===== src/rtl/core_pkg.sv =====
// Shared encodings for the RV32I multi-cycle sequencer and the instruction decoder.
package core_pkg;

    // Sequencer states; encodings are visible on the debug port.
    typedef enum logic [2:0] {
        ST_FETCH  = 3'd0,
        ST_DECODE = 3'd1,
        ST_EXEC   = 3'd2,
        ST_MEM    = 3'd3,
        ST_WB     = 3'd4,
        ST_TRAP   = 3'd7
    } state_e;

    // Decoded instruction classes produced by the decoder.
    typedef enum logic [3:0] {
        IT_UNKNOWN = 4'b0000,
        IT_R       = 4'b0001,
        IT_LOAD    = 4'b0010,
        IT_IMM     = 4'b0011,
        IT_LUI     = 4'b0100,
        IT_AUIPC   = 4'b0101,
        IT_JAL     = 4'b0110,
        IT_JALR    = 4'b0111,
        IT_BRANCH  = 4'b1000,
        IT_STORE   = 4'b1001
    } instr_type_e;

    // Next-PC source select; 2'b11 is unused.
    typedef enum logic [1:0] {
        PC_PLUS4  = 2'b00,
        PC_JUMP   = 2'b01,
        PC_BRANCH = 2'b10
    } pc_sel_e;

    // Reason recorded when the sequencer enters TRAP.
    typedef enum logic [1:0] {
        TC_ILLEGAL = 2'b00,
        TC_RDWR    = 2'b01,
        TC_IMEM_TO = 2'b10,
        TC_DMEM_TO = 2'b11
    } trap_cause_e;

    // Jump class from the decoder; 2'b11 is reserved.
    typedef enum logic [1:0] {
        JMP_NONE   = 2'b00,
        JMP_JAL    = 2'b01,
        JMP_BRANCH = 2'b10
    } jump_e;

    localparam int WDOG_W = 8;

endpackage


===== src/rtl/seq_watchdog.sv =====
// Request watchdog: counts wait cycles of an outstanding memory request and
// flags the cycle whose increment would bring the count to TIMEOUT.
module seq_watchdog
    import core_pkg::*;
#(
    parameter int TIMEOUT = 255
) (
    input  logic clk,
    input  logic rst,
    input  logic clr_i,
    input  logic en_i,
    output logic expire_o
);

    localparam logic [WDOG_W-1:0] LAST = WDOG_W'(TIMEOUT - 1);

    logic [WDOG_W-1:0] cnt_q, cnt_d;

    // Clear wins over count so a state change always restarts the window.
    always_comb begin
        // NOTE: every combinationally assigned signal gets a default first so no latch is inferred.
        cnt_d = cnt_q;
        if (clr_i) begin
            cnt_d = '0;
        end else if (en_i) begin
            cnt_d = cnt_q + WDOG_W'(1);
        end
    end

    // Counter register with synchronous reset.
    always_ff @(posedge clk) begin
        // NOTE: sequential state uses non-blocking assignments only, so all flops update together.
        if (rst) begin
            cnt_q <= '0;
        end else begin
            cnt_q <= cnt_d;
        end
    end

    assign expire_o = en_i && (cnt_q == LAST);

endmodule


===== src/rtl/core_seq.sv =====
// Multi-cycle sequencer for the RV32I core: FETCH, DECODE, EXEC, MEM, WB, with
// a sticky TRAP state, a shared request watchdog and a retired-instruction counter.
module core_seq
    import core_pkg::*;
#(
    parameter int TIMEOUT = 255,
    parameter int CNT_W   = 32
) (
    input  logic             clk,
    input  logic             rst,
    output logic             imem_req,
    input  logic             imem_ack,
    output logic             ir_we,
    input  logic [3:0]       instr_type,
    input  logic             mem_rd_en,
    input  logic             mem_wd_en,
    input  logic             reg_en,
    input  logic [1:0]       jump,
    input  logic             br_taken,
    output logic             dmem_req,
    output logic             dmem_we,
    input  logic             dmem_ack,
    output logic             rf_we,
    output logic             pc_we,
    output logic [1:0]       pc_sel,
    output logic             trap,
    output logic [1:0]       trap_cause,
    output logic [2:0]       state_o,
    output logic [CNT_W-1:0] instret
);

    state_e            state_q, state_d;
    trap_cause_e       cause_q, cause_d;
    logic              dwe_q, dwe_d;
    logic [CNT_W-1:0]  instret_q, instret_d;
    logic              wd_en, wd_clr, wd_expire;

    // The watchdog only runs while a request is outstanding and unanswered.
    assign wd_en  = ((state_q == ST_FETCH) && !imem_ack) || ((state_q == ST_MEM) && !dmem_ack);
    assign wd_clr = (state_d != state_q);

    seq_watchdog #(.TIMEOUT(TIMEOUT)) u_wdog (
        .clk      (clk),
        .rst      (rst),
        .clr_i    (wd_clr),
        .en_i     (wd_en),
        .expire_o (wd_expire)
    );

    // Next-state, trap cause, store qualifier capture and retire count.
    always_comb begin
        state_d   = state_q;
        cause_d   = cause_q;
        dwe_d     = dwe_q;
        instret_d = instret_q;
        case (state_q)
            ST_FETCH: begin
                if (imem_ack) begin
                    state_d = ST_DECODE;
                end else if (wd_expire) begin
                    state_d = ST_TRAP;
                    cause_d = TC_IMEM_TO;
                end
            end
            ST_DECODE: begin
                if (instr_type == IT_UNKNOWN) begin
                    state_d = ST_TRAP;
                    cause_d = TC_ILLEGAL;
                end else if (mem_rd_en && mem_wd_en) begin
                    state_d = ST_TRAP;
                    cause_d = TC_RDWR;
                end else begin
                    state_d = ST_EXEC;
                end
            end
            ST_EXEC: begin
                if (mem_rd_en || mem_wd_en) begin
                    state_d = ST_MEM;
                    // Freeze the write qualifier so it cannot move mid-request.
                    dwe_d   = mem_wd_en;
                end else begin
                    state_d = ST_WB;
                end
            end
            ST_MEM: begin
                if (dmem_ack) begin
                    state_d = ST_WB;
                end else if (wd_expire) begin
                    state_d = ST_TRAP;
                    cause_d = TC_DMEM_TO;
                end
            end
            ST_WB: begin
                state_d   = ST_FETCH;
                instret_d = instret_q + CNT_W'(1);
            end
            ST_TRAP: begin
                state_d = ST_TRAP;
            end
            default: begin
                state_d = ST_FETCH;
            end
        endcase
    end

    // State registers; reset drops any outstanding request by leaving MEM/FETCH.
    always_ff @(posedge clk) begin
        if (rst) begin
            state_q   <= ST_FETCH;
            cause_q   <= TC_ILLEGAL;
            dwe_q     <= 1'b0;
            instret_q <= '0;
        end else begin
            state_q   <= state_d;
            cause_q   <= cause_d;
            dwe_q     <= dwe_d;
            instret_q <= instret_d;
        end
    end

    // Next-PC source, only meaningful during WB; jumps take priority over branches.
    always_comb begin
        pc_sel = PC_PLUS4;
        if (state_q == ST_WB) begin
            if (jump == JMP_JAL) begin
                pc_sel = PC_JUMP;
            end else if ((jump == JMP_BRANCH) && br_taken) begin
                pc_sel = PC_BRANCH;
            end
        end
    end

    assign imem_req   = (state_q == ST_FETCH);
    assign ir_we      = (state_q == ST_DECODE);
    assign dmem_req   = (state_q == ST_MEM);
    assign dmem_we    = (state_q == ST_MEM) && dwe_q;
    assign rf_we      = (state_q == ST_WB) && reg_en && !mem_wd_en;
    assign pc_we      = (state_q == ST_WB);
    assign trap       = (state_q == ST_TRAP);
    assign trap_cause = cause_q;
    assign state_o    = state_q;
    assign instret    = instret_q;

endmodule


===== config.mk =====
export PLATFORM = sky130hd
export DESIGN_NAME = core_seq
export DESIGN_NICKNAME = d
export VERILOG_FILES = /design/src/rtl/core_pkg.sv /design/src/rtl/seq_watchdog.sv /design/src/rtl/core_seq.sv
export SDC_FILE = /design/constraint.sdc
export NUM_CORES = 1
export LEC_CHECK = 0
export CAP_MARGIN = 20
export CORE_MARGIN = 5
export CORE_UTILIZATION = 30
export DETAILED_ROUTE_END_ITERATION = 8
export HOLD_SLACK_MARGIN = 0.1
export PLACE_DENSITY = 0.62
export SLEW_MARGIN = 25
export SYNTH_ARGS = -nofsm -noshare
export SYNTH_HDL_FRONTEND = slang
export SYNTH_HIERARCHICAL = 1
export SYNTH_SLANG_ARGS = --single-unit

===== constraint.sdc =====
create_clock -name clk -period 6.1 [get_ports clk]
set_clock_uncertainty 0.05 [all_clocks]
set_input_delay 0.915 -clock clk [delete_from_list [all_inputs] [get_ports clk]]
set_output_delay 0.915 -clock clk [all_outputs]
set_load 0.02 [all_outputs]

# Word level (Yosys, flattened, before mapping)
# Index checks and enable logic that the tools add are counted.
# totals
input_bits,14
output_inout_bits,46
elab_cells,57
register_bits,46
# classes
eq_ne,14
addsub,2
n_reduce_logical,19
n_mux,17
# op_table
op,n
"adder 32 x 1 -> 32 bit, second input constant",1
2-to-1 mux 2 bit,9
2-to-1 mux 3 bit,6
one-hot mux 3 bit (5 select lines),1
"adder 8 x 1 -> 8 bit, second input constant",1
"equality test 8 bit, second input constant",1
logical AND 1 bit,8
"equality test 3 x 2 -> 1 bit, second input constant",2
"equality test 3 bit, second input constant",2
one-hot mux 2 bit (3 select lines),1
AND reduction 6 bit,1
logical NOT 4 bit,1
"inequality test 2 x 1 -> 1 bit, second input constant",2
"inequality test 2 bit, second input constant",2
"equality test 3 x 1 -> 1 bit, second input constant",1
logical NOT 1 bit,3
logical NOT 3 bit,1
"inequality test 3 x 1 -> 1 bit, second input constant",1
inequality test 3 bit,1
nonzero test 3 bit,1
"equality test 2 x 1 -> 1 bit, second input constant",1
"equality test 2 bit, second input constant",1
logical OR 1 bit,2
AND reduction 2 bit,1
OR reduction 2 bit,1

# Depth between registers and ports, before layout
# Gate-level depths: netlist (run 1).
# depth
word_depth,9
mapped_depth,12
mapped_depth_nobuf,9

# Hierarchy
# Netlist (run 1), hierarchy kept.
# modules_own_cells
module,seq_area_each_um2,cells_per_inst,n_inst,area_each_um2
core_seq,760.7,243,1,1976.9
seq_watchdog,160.2,42,1,377.9

# Least setup slack after synthesis (run 1)
# Ideal clock, no wire load.
# synth_timing
path_type,in2reg
startpoint,in imem_ack
endpoint,reg u_wdog.cnt_q[1]
setup_ps,130
path_buffers,2
arrival_time_ps,2316
cell_stages,11
slack_ps,3604
path_cell_list,nor3_1 -> a31oi_1 -> nor2_1 -> buf_4 -> nand4_4 -> nor2_1 -> o21bai_1 -> a32oi_1 -> or2_2 -> clkbuf_1 -> a211oi_1
# synth_between
elab_chain_cells,9
elab_cells_between_ends,10
classes_between,eq/ne (1); mux (4); reduce/logical (5)
# synth_lines
item,line_no,source
start: declaration,core_seq.sv:12,"input logic imem_ack,"
logical NOT 1 bit *,core_seq.sv:39,assign wd_en = ((state_q == ST_FETCH) && !imem_ack) || ((state_q == ST_MEM) && !dmem_ack);
logical AND 1 bit *,core_seq.sv:39,
logical OR 1 bit *,core_seq.sv:39,
named net wd_en,core_seq.sv:36,"logic wd_en, wd_clr, wd_expire;"
logical AND 1 bit *,seq_watchdog.sv:40,assign expire_o = en_i && (cnt_q == LAST);
named net wd_expire,core_seq.sv:36,
2-to-1 mux 3 bit *,"core_seq.sv:60, core_seq.sv:88",
2-to-1 mux 3 bit (on tied branches),"core_seq.sv:86, core_seq.sv:58",
one-hot mux 3 bit (5 select lines) *,core_seq.sv:56,case (state_q)
inequality test 3 bit *,core_seq.sv:40,assign wd_clr = (state_d != state_q);
named net wd_clr,core_seq.sv:36,
OR reduction 2 bit (no source line) *,n/a,
end signal: assignment,seq_watchdog.sv:36,cnt_q <= cnt_d;
end: declaration,seq_watchdog.sv:17,"logic [WDOG_W-1:0] cnt_q, cnt_d;"
# Mark *: on every way through the listed nets, which the timed path passes. The rest lies on a longest branch.
# A chain may end at the register's enable or synchronous reset.

# Worst setup path in the final report (run 1)
# layout_timing
startpoint,in mem_wd_en
endpoint,out rf_we
# layout_between
elab_chain_cells,2
# layout_lines
item,line_no,source
start: declaration,core_seq.sv:16,"input logic mem_wd_en,"
logical NOT 1 bit,core_seq.sv:137,assign rf_we = (state_q == ST_WB) && reg_en && !mem_wd_en;
logical AND 1 bit,core_seq.sv:137,
end: declaration,core_seq.sv:23,"output logic rf_we,"
# Every way passes these cells.

==> results of run 1 <==
==> metal layers <==
layer,GRT usage,up-vias,part of all wire
met5,0,-,0
met4,0.0389,0,0.0081
met3,0.0326,2,0.050
met2,0.194,51,0.47
met1,0.148,1054,0.47
li1,-,1146,-
==> power groups by stage <==
stage	registers, mW	clock network, mW	logic [mW]
floorplan	0.322	0	0.0485
global placement	0.327	0	0.0763
detailed placement	0.327	0	0.0767
CTS	0.320	0.238	0.0770
global route	0.322	0.247	0.0835
finish	0.320	0.226	0.0762
==> logic make-up after synthesis <==
family,after synthesis,synth area share
compound gates,72,0.192
buf+inv,31,0.0558
fa+ha+maj,3,0.0159
flops,46,0.391
xor+xnor,12,0.0446
mux,3,0.0138
simple gates,118,0.287
==> worst max-delay path, stage by stage <==
cell	delay (ps)
sky130_fd_sc_hd__clkdlybuf4s50_1	500
sky130_fd_sc_hd__nor3b_1	210
sky130_fd_sc_hd__clkdlybuf4s50_1	630
==> area by class of cell <==
type / count / area [sq um] / share of cell area
Clock buffer: 6 / 72.6 / 0.0234
Clock inverter: 2 / 37.5 / 0.0121
Inverter: 11 / 41.3 / 0.0133
Multi-Input combinational cell: 208 / 1300 / 0.420
Sequential cell: 46 / 921 / 0.297
Tap cell: 102 / 128 / 0.0412
Timing Repair Buffer: 60 / 598 / 0.193
==> how the worst max path moves through the flow <==
stage	to	slack (ps)
2_1_floorplan	u_wdog/cnt_q[1]	3600
3_3_place_gp	state_o[1]	2830
3_5_place_dp	trap_cause[1]	2720
4_1_cts	rf_we	2870
5_1_grt	state_o[1]	2750
6_report	rf_we	2880
==> placed cells by master (no fill, tap or decap), types with 2 or more instances in the layout <==
cell and count:
sky130_fd_sc_hd__clkdlybuf4s50_1 59, sky130_fd_sc_hd__dfxtp_1 46, sky130_fd_sc_hd__a21oi_1 28, sky130_fd_sc_hd__nor2_1 26
sky130_fd_sc_hd__nand2_1 19, sky130_fd_sc_hd__o31ai_1 17, sky130_fd_sc_hd__or4_1 17, sky130_fd_sc_hd__o21ai_0 12
sky130_fd_sc_hd__inv_1 11, sky130_fd_sc_hd__nand3_1 10, sky130_fd_sc_hd__nand4_1 10, sky130_fd_sc_hd__xor2_1 9
sky130_fd_sc_hd__or3_1 8, sky130_fd_sc_hd__clkbuf_8 5, sky130_fd_sc_hd__nor3_1 4, sky130_fd_sc_hd__nor3b_1 4
sky130_fd_sc_hd__and3_1 3, sky130_fd_sc_hd__and4_1 3, sky130_fd_sc_hd__xnor2_1 3, sky130_fd_sc_hd__ha_1 3
sky130_fd_sc_hd__and2_1 2, sky130_fd_sc_hd__a32oi_1 2, sky130_fd_sc_hd__nor2b_1 2, sky130_fd_sc_hd__or2_2 2
sky130_fd_sc_hd__nor4_1 2, sky130_fd_sc_hd__mux2_2 2, sky130_fd_sc_hd__a211oi_1 2, sky130_fd_sc_hd__o31a_1 2
sky130_fd_sc_hd__a221oi_1 2
==> flip-flops by register name, summed over array words and instances (netlist names) <==
name,flops
instret,32
state_o,3
u_wdog/cnt_q,8
dwe_q,1
trap_cause,2
==> metrics by stage <==
stage / area [sq um] / utilization
3_3_place_gp: 2990 / 0.389
5_1_grt: 3100 / 0.403
2_1_floorplan: 2350 / -
4_1_cts: 3100 / 0.403
3_5_place_dp: 2990 / 0.389
6_report: 3100 / 0.403
==> results by group, run 1 <==
Worst setup path
  – Slack of the worst reg-to-reg path: about 3100 ps
  – Endpoint type of the worst setup path: primary output
  – Worst EP arrival: 2260 ps
  – Required @ worst endpoint: roughly 5100 ps
  – Critical Path Start: mem_wd_en
  – Worst Reg-to-Reg Cells: 4
  – Highest fanout seen on the critical path: 6
  – Kind of critical path: in -> out
  – Capture point of the worst reg-to-reg path: instret[20]
  – Setup crit start kind: input pin
  – Start of the worst register-to-register path: state_o[2]

Floorplan
  – IO Pins: 60
  – Number of standard-cell rows in the floorplan: 32
  – Y dimension of the die: 98.6 um
  – Initial Utilization: 0.306
  – Area of the core region: 7690 sq um
  – Horiz. Die Dim: approximately 99 um
  – Area enclosed by the die boundary: 9720 sq um

Timing
  – Fin crit share: 0.528
  – Endpoints failing hold: 0
  – Final critical path time including I/O delays and setup: 3220 ps
  – Number of endpoints failing setup at the final stage: 0
  – Rel. slew slack: 0.416
  – Worst hold slack: 447 ps
  – Slew of the pin with the lowest slew margin: 873 ps
  – Max Clk Rate: 310 MHz
  – Fin. max-slew vios: 0
  – Final WS setup: 2880 ps
  – Total negative slack for setup checks: 0 ps
  – Setup repair after global routing missed its margin: false

Routing
  – Router iterations before antenna repair: 5
  – Count of vias placed by the detailed router: 2253
  – WL final: 5800 um
  – Detailed Route Iter0 Violations: between 60 and 70
  – Antenna-violating nets left: 0
  – Average via count per standard cell: 5.18
  – Number of remaining DRC errors: 0
  – Routed WL per cell: 13.3 um

Synth
  – Total of flip-flops plus latches after synthesis: 46
  – Portion of the post-synthesis area used by sequential elements: 0.391
  – Dominant register cell in the synthesized netlist: sky130_fd_sc_hd__dfxtp_1
  – Synth Instances: ~290
  – EDFF count, synth: 0
  – Most used standard cell by instance count after synthesis: sky130_fd_sc_hd__dfxtp_1
  – Mapped cell area: 2350 sq um
  – Top cell types by occurrence after synthesis: 46 x sky130_fd_sc_hd__dfxtp_1, 28 x sky130_fd_sc_hd__a21oi_1, 26 x sky130_fd_sc_hd__nor2_1
  – Count of distinct cell types in the synthesized netlist: 46
  – Largest area contributor in the synthesized netlist: sky130_fd_sc_hd__dfxtp_1
  – Mean post-synth cell area: 8.26 sq um
  – Ys Warns: 6
  – Proportion of register bits with asynchronous set or reset after synthesis: 0
  – Ranking of synthesized cells by area: sky130_fd_sc_hd__dfxtp_1 39%, sky130_fd_sc_hd__a21oi_1 6.0%, sky130_fd_sc_hd__o31ai_1 5.4%
  – Syn Nets: 302
  – Area fraction of the dominant cell type after synthesis: 0.391

Clocking
  – Number of clock sinks seen by CTS: 46
  – Total setup buffers inserted after CTS: 0
  – Buffers from clock root to sink, at most: 2
  – Clock buffer count from CTS: 5
  – Insertion delay of the later-clocked pin in the worst-skew pair: a little under 300 ps
  – Hold buffers post-CTS: 0
  – Clock tree from TritonCTS: built
  – Number of gates given a new drive strength after cts: 0
  – H-tree levels: 2
  – Clock root buffer master: sky130_fd_sc_hd__clkbuf_8
  – Clock input transition at the sequential cells of the worst setup and hold paths: approximately 90 ps

Global routing
  – Pin count of the biggest net entering global routing: 41
  – First-pass GRT wire length: between 9000 and 10000 um
  – Via count of the first global-routing pass: 2122
  – Overall overflow remaining after global route: 0
  – Overall Global Routing Usage: 0.118
  – Initial antenna violation count: 0

Power and ir drop
  – Cell internal power dissipation: 465 uW
  – Combinational Power Share: 0.122
  – Standby leakage power: approximately 0.98 nW
  – Fraction of power spent switching nets: 0.254
  – Clock group share of total power: 0.363
  – Design Power: 623 uW
  – Worst vdd rail ir drop: 0.0896 mV
  – Register share of total power: 0.514
  – Power dissipated by switching net loads: 158 uW
  – Power Density: between 200 and 250 nW/um^2

Final layout
  – Synth-to-layout area growth: 31.7%
  – Diodes inserted: 0
  – Net count, final: about 350
  – Layout Cells excl Fill: ~440
  – Proportion of layout cells with a drive suffix above 1: 0.0511
  – Fill cells: approximately 820

Place
  – GPL Wtd Cong: between 0.7 and 0.8
  – Number of buffers added on ports: 59
  – Pre-CTS WS: between 2000 and 3000 ps
  – Total half-perimeter wirelength after legalization and detailed placement: just over 4000 um
  – Number of placed instances with taps included: ~430

Job
  – Number of max-cap violations: 0

Hold path
  – Hold-critical path endpoint: instret[24]
  – Worst min-delay path category: reg -> reg
  – Cell depth of the worst hold path: 2
  – Worst Min Path Start: instret[24]

Status
  – Status: completed
Note: power is estimated with default switching activity, not from simulation.
==> run 2, diff against run 1 <==
--- a/config.mk
+++ b/config.mk
@@ -10,7 +10,7 @@
 export CORE_UTILIZATION = 30
 export DETAILED_ROUTE_END_ITERATION = 8
 export HOLD_SLACK_MARGIN = 0.1
-export PLACE_DENSITY = 0.62
+export PLACE_DENSITY = 0.64
 export SLEW_MARGIN = 25
 export SYNTH_ARGS = -nofsm -noshare
 export SYNTH_HDL_FRONTEND = slang
==> constraint.sdc (replaced) <==
create_clock -name clk -period 2.8 [get_ports clk]
set_clock_uncertainty 0.05 [all_clocks]
set_input_delay 0.42 -clock clk [delete_from_list [all_inputs] [get_ports clk]]
set_output_delay 0.42 -clock clk [all_outputs]
set_load 0.02 [all_outputs]
==> run 2 against run 1 <==
- power grew 110%
- setup slack worse by 2600 ps
- register-to-register slack worse by 2700 ps
- sequential share of layout area is 0.14 points lower
- sequential cell count did not move
- via count is 2.4% higher
- clock-buffer cell count decreased by 1
- cell area up 0.61%
- cell count grew 1.1%
- worst hold slack lost 16 ps
- die area is the same
==> results by group, run 2 (synthesis results as in run 1) <==
Global routing
  – Overall Global Routing Usage: 0.120 (was 0.118)
  – Initial antenna violation count: 0 (unchanged)
  – First-pass GRT wire length: 9870 um (was 9770 um)
  – Global routing met1 resource utilization: 0.142 (was 0.148)
  – Via count of the first global-routing pass: 2163 (was 2122)
  – Overall overflow remaining after global route: 0 (unchanged)
  – Global-route layer with the greatest usage: met2 (unchanged)
  – GR met3 Demand/Resource: 0.0354 (was 0.0326)
  – Pin count of the biggest net entering global routing: 24 (was 41)
  – Met2 track demand over resource in global routing: 0.208 (was 0.194)

Clocking
  – Clock buffer count from CTS: 5 (unchanged)
  – Total setup buffers inserted after CTS: 0 (unchanged)
  – Clock tree from TritonCTS: built (unchanged)
  – Number of clock sinks seen by CTS: 46 (unchanged)
  – H-tree levels: 2 (unchanged)
  – Clock input transition at the sequential cells of the worst setup and hold paths: 90 ps (about the same)
  – Hold buffers post-CTS: 0 (unchanged)
  – Buffers from clock root to sink, at most: 2 (unchanged)
  – Clock root buffer master: sky130_fd_sc_hd__clkbuf_8 (unchanged)
  – Number of gates given a new drive strength after cts: 0 (unchanged)
  – Insertion delay of the later-clocked pin in the worst-skew pair: 300 ps (was 290 ps)

Timing
  – Slew of the pin with the lowest slew margin: 561 ps (was 873 ps)
  – Total negative slack for setup checks: 0 ps (unchanged)
  – Final critical path time including I/O delays and setup: about 2600 ps
  – Endpoints failing hold: 0 (unchanged)
  – Fin crit share: 0.912
  – Rel. slew slack: 0.625 (was 0.416)
  – Fin. max-slew vios: 0 (unchanged)
  – Max Clk Rate: 391 MHz
  – Setup repair after global routing missed its margin: false (unchanged)
  – Number of endpoints failing setup at the final stage: 0 (unchanged)

Power and ir drop
  – Power dissipated by switching net loads: 359 uW (was 158 uW)
  – Cell internal power dissipation: 928 uW (was 465 uW)
  – Fraction of power spent switching nets: 0.279 (was 0.254)
  – Standby leakage power: 0.992 nW (was 0.975 nW)
  – Clock group share of total power: 0.322 (was 0.363)
  – Combinational Power Share: 0.139 (was 0.122)
  – Power Density: 413 nW/um^2 (was 201 nW/um^2)
  – Worst vdd rail ir drop: 0.187 mV (was 0.0896 mV)
  – Register share of total power: 0.539 (was 0.514)

Final layout
  – Most frequent standard cell in the layout excluding fill and tap cells: sky130_fd_sc_hd__clkdlybuf4s50_1 (unchanged)
  – Net count, final: 354 (was 349)
  – Final instance area: 3120 sq um (was 3100 sq um)
  – Proportion of layout cells with a drive suffix above 1: 0.0710 (was 0.0511)
  – Fill cells: 802 (was 816)
  – Commonest cells after routing, fill and taps aside: 59 x sky130_fd_sc_hd__clkdlybuf4s50_1, 45 x sky130_fd_sc_hd__dfxtp_1, 28 x sky130_fd_sc_hd__a21oi_1 (was 59 x sky130_fd_sc_hd__clkdlybuf4s50_1, 46 x sky130_fd_sc_hd__dfxtp_1, 28 x sky130_fd_sc_hd__a21oi_1)
  – Diodes inserted: 0 (unchanged)
  – Synth-to-layout area growth: 32.5% (was 31.7%)
  – Number of flip-flops under the largest register name: 32 (unchanged)

Worst setup path
  – Start of the worst register-to-register path: state_o[1] (was state_o[2])
  – Highest fanout seen on the critical path: 18 (was 6)
  – Largest stage delay on the critical path: 690 ps (was 630 ps)
  – Cell breakdown of the critical path: nand2_1 -> nor3b_1 -> clkdlybuf4s50_1 (was clkdlybuf4s50_1 -> nor3b_1 -> clkdlybuf4s50_1)
  – Endpoint type of the worst setup path: primary output (unchanged)
  – Cell at the slowest stage of the critical path: sky130_fd_sc_hd__dfxtp_1 (was sky130_fd_sc_hd__clkdlybuf4s50_1)
  – Setup crit start kind: flop (was input pin)
  – Kind of critical path: reg -> out (was in -> out)
  – Critical Path Start: state_o[2] (was mem_wd_en)
  – Worst EP arrival: 2080 ps (was 2260 ps)
  – Required @ worst endpoint: 2330 ps (was 5130 ps)

Place
  – GPL Wtd Cong: 0.815 (was 0.754)
  – Number of buffers added on ports: 59 (unchanged)
  – Total half-perimeter wirelength after legalization and detailed placement: 4310 um (was 4100 um)
  – Post-Place Cell Area: 3030 sq um (was 2990 sq um)

Floorplan
  – IO Pins: 60 (unchanged)
  – Initial Utilization: 0.306 (unchanged)
  – Number of standard-cell rows in the floorplan: 32 (unchanged)
  – Area of the core region: 7690 sq um (unchanged)
  – Y dimension of the die: 98.6 um (unchanged)
  – Horiz. Die Dim: 98.6 um (unchanged)
  – Area enclosed by the die boundary: 9720 sq um (unchanged)

Routing
  – Router iterations before antenna repair: 4 (was 5)
  – Average via count per standard cell: 5.24 (was 5.18)
  – Count of vias placed by the detailed router: 2306 (was 2253)
  – Routed WL per cell: 13.5 um (was 13.3 um)
  – WL final: 5920 um (was 5800 um)
  – Antenna-violating nets left: 0 (unchanged)
  – Number of remaining DRC errors: 0 (unchanged)
  – Detailed Route Iter0 Violations: 96 (was 69)

Job
  – Number of max-cap violations: 0 (unchanged)

Status
  – Status: completed (unchanged)

Hold path
  – Worst Min Path Start: trap_cause[0] (was instret[24])
  – Worst min-delay path category: reg -> reg (unchanged)
run 2: cell type report:
class                      count  area [sq um]  share of cell area
timing repair buffer          65           636               0.204
sequential                    46           922               0.296
clock inverter                 3          21.3             0.00682
tap                          102           128              0.0409
inverter                      11          41.3              0.0132
clock buffer                   5          68.8              0.0221
multi-input combinational    208          1300               0.418
run 2: metrics by stage:
stage	worst slack, ps	hold WS, ps	utilization	power [mW]	std cells
floorplan	415	396	-	0.808	285
global placement	276	410	0.394	0.886	432
detailed placement	172	417	0.394	0.887	432
CTS	96.0	434	0.406	1.31	440
global route	35.9	448	0.406	1.35	440
finish	246	431	0.406	1.29	440
run 2: final timing paths:
check             endpoint  slack [ps]  cells after the start
min          trap_cause[0]         430                      2
max reg2reg     state_o[1]         450                      7
min reg2reg  trap_cause[0]         430                      2
max                  rf_we         250                      3
run 2: power by group through the flow:
stage,logic (mW),registers [mW],clock network [mW]
finish,0.178,0.694,0.415
global route,0.195,0.698,0.458
CTS,0.180,0.693,0.436
detailed placement,0.179,0.709,0
global placement,0.178,0.708,0
floorplan,0.106,0.702,0
run 2: routing by layer:
metal,part of all wire,vias up
li1,-,1153
met1,0.45,1089
met2,0.48,56
met3,0.054,8
met4,0.015,0
met5,0,-
run 2: critical path, delay by kind of cell (launching register included):
kind,cells,cell delay (ps)
simple gates,2,460
buf+inv,1,630
flops,1,690
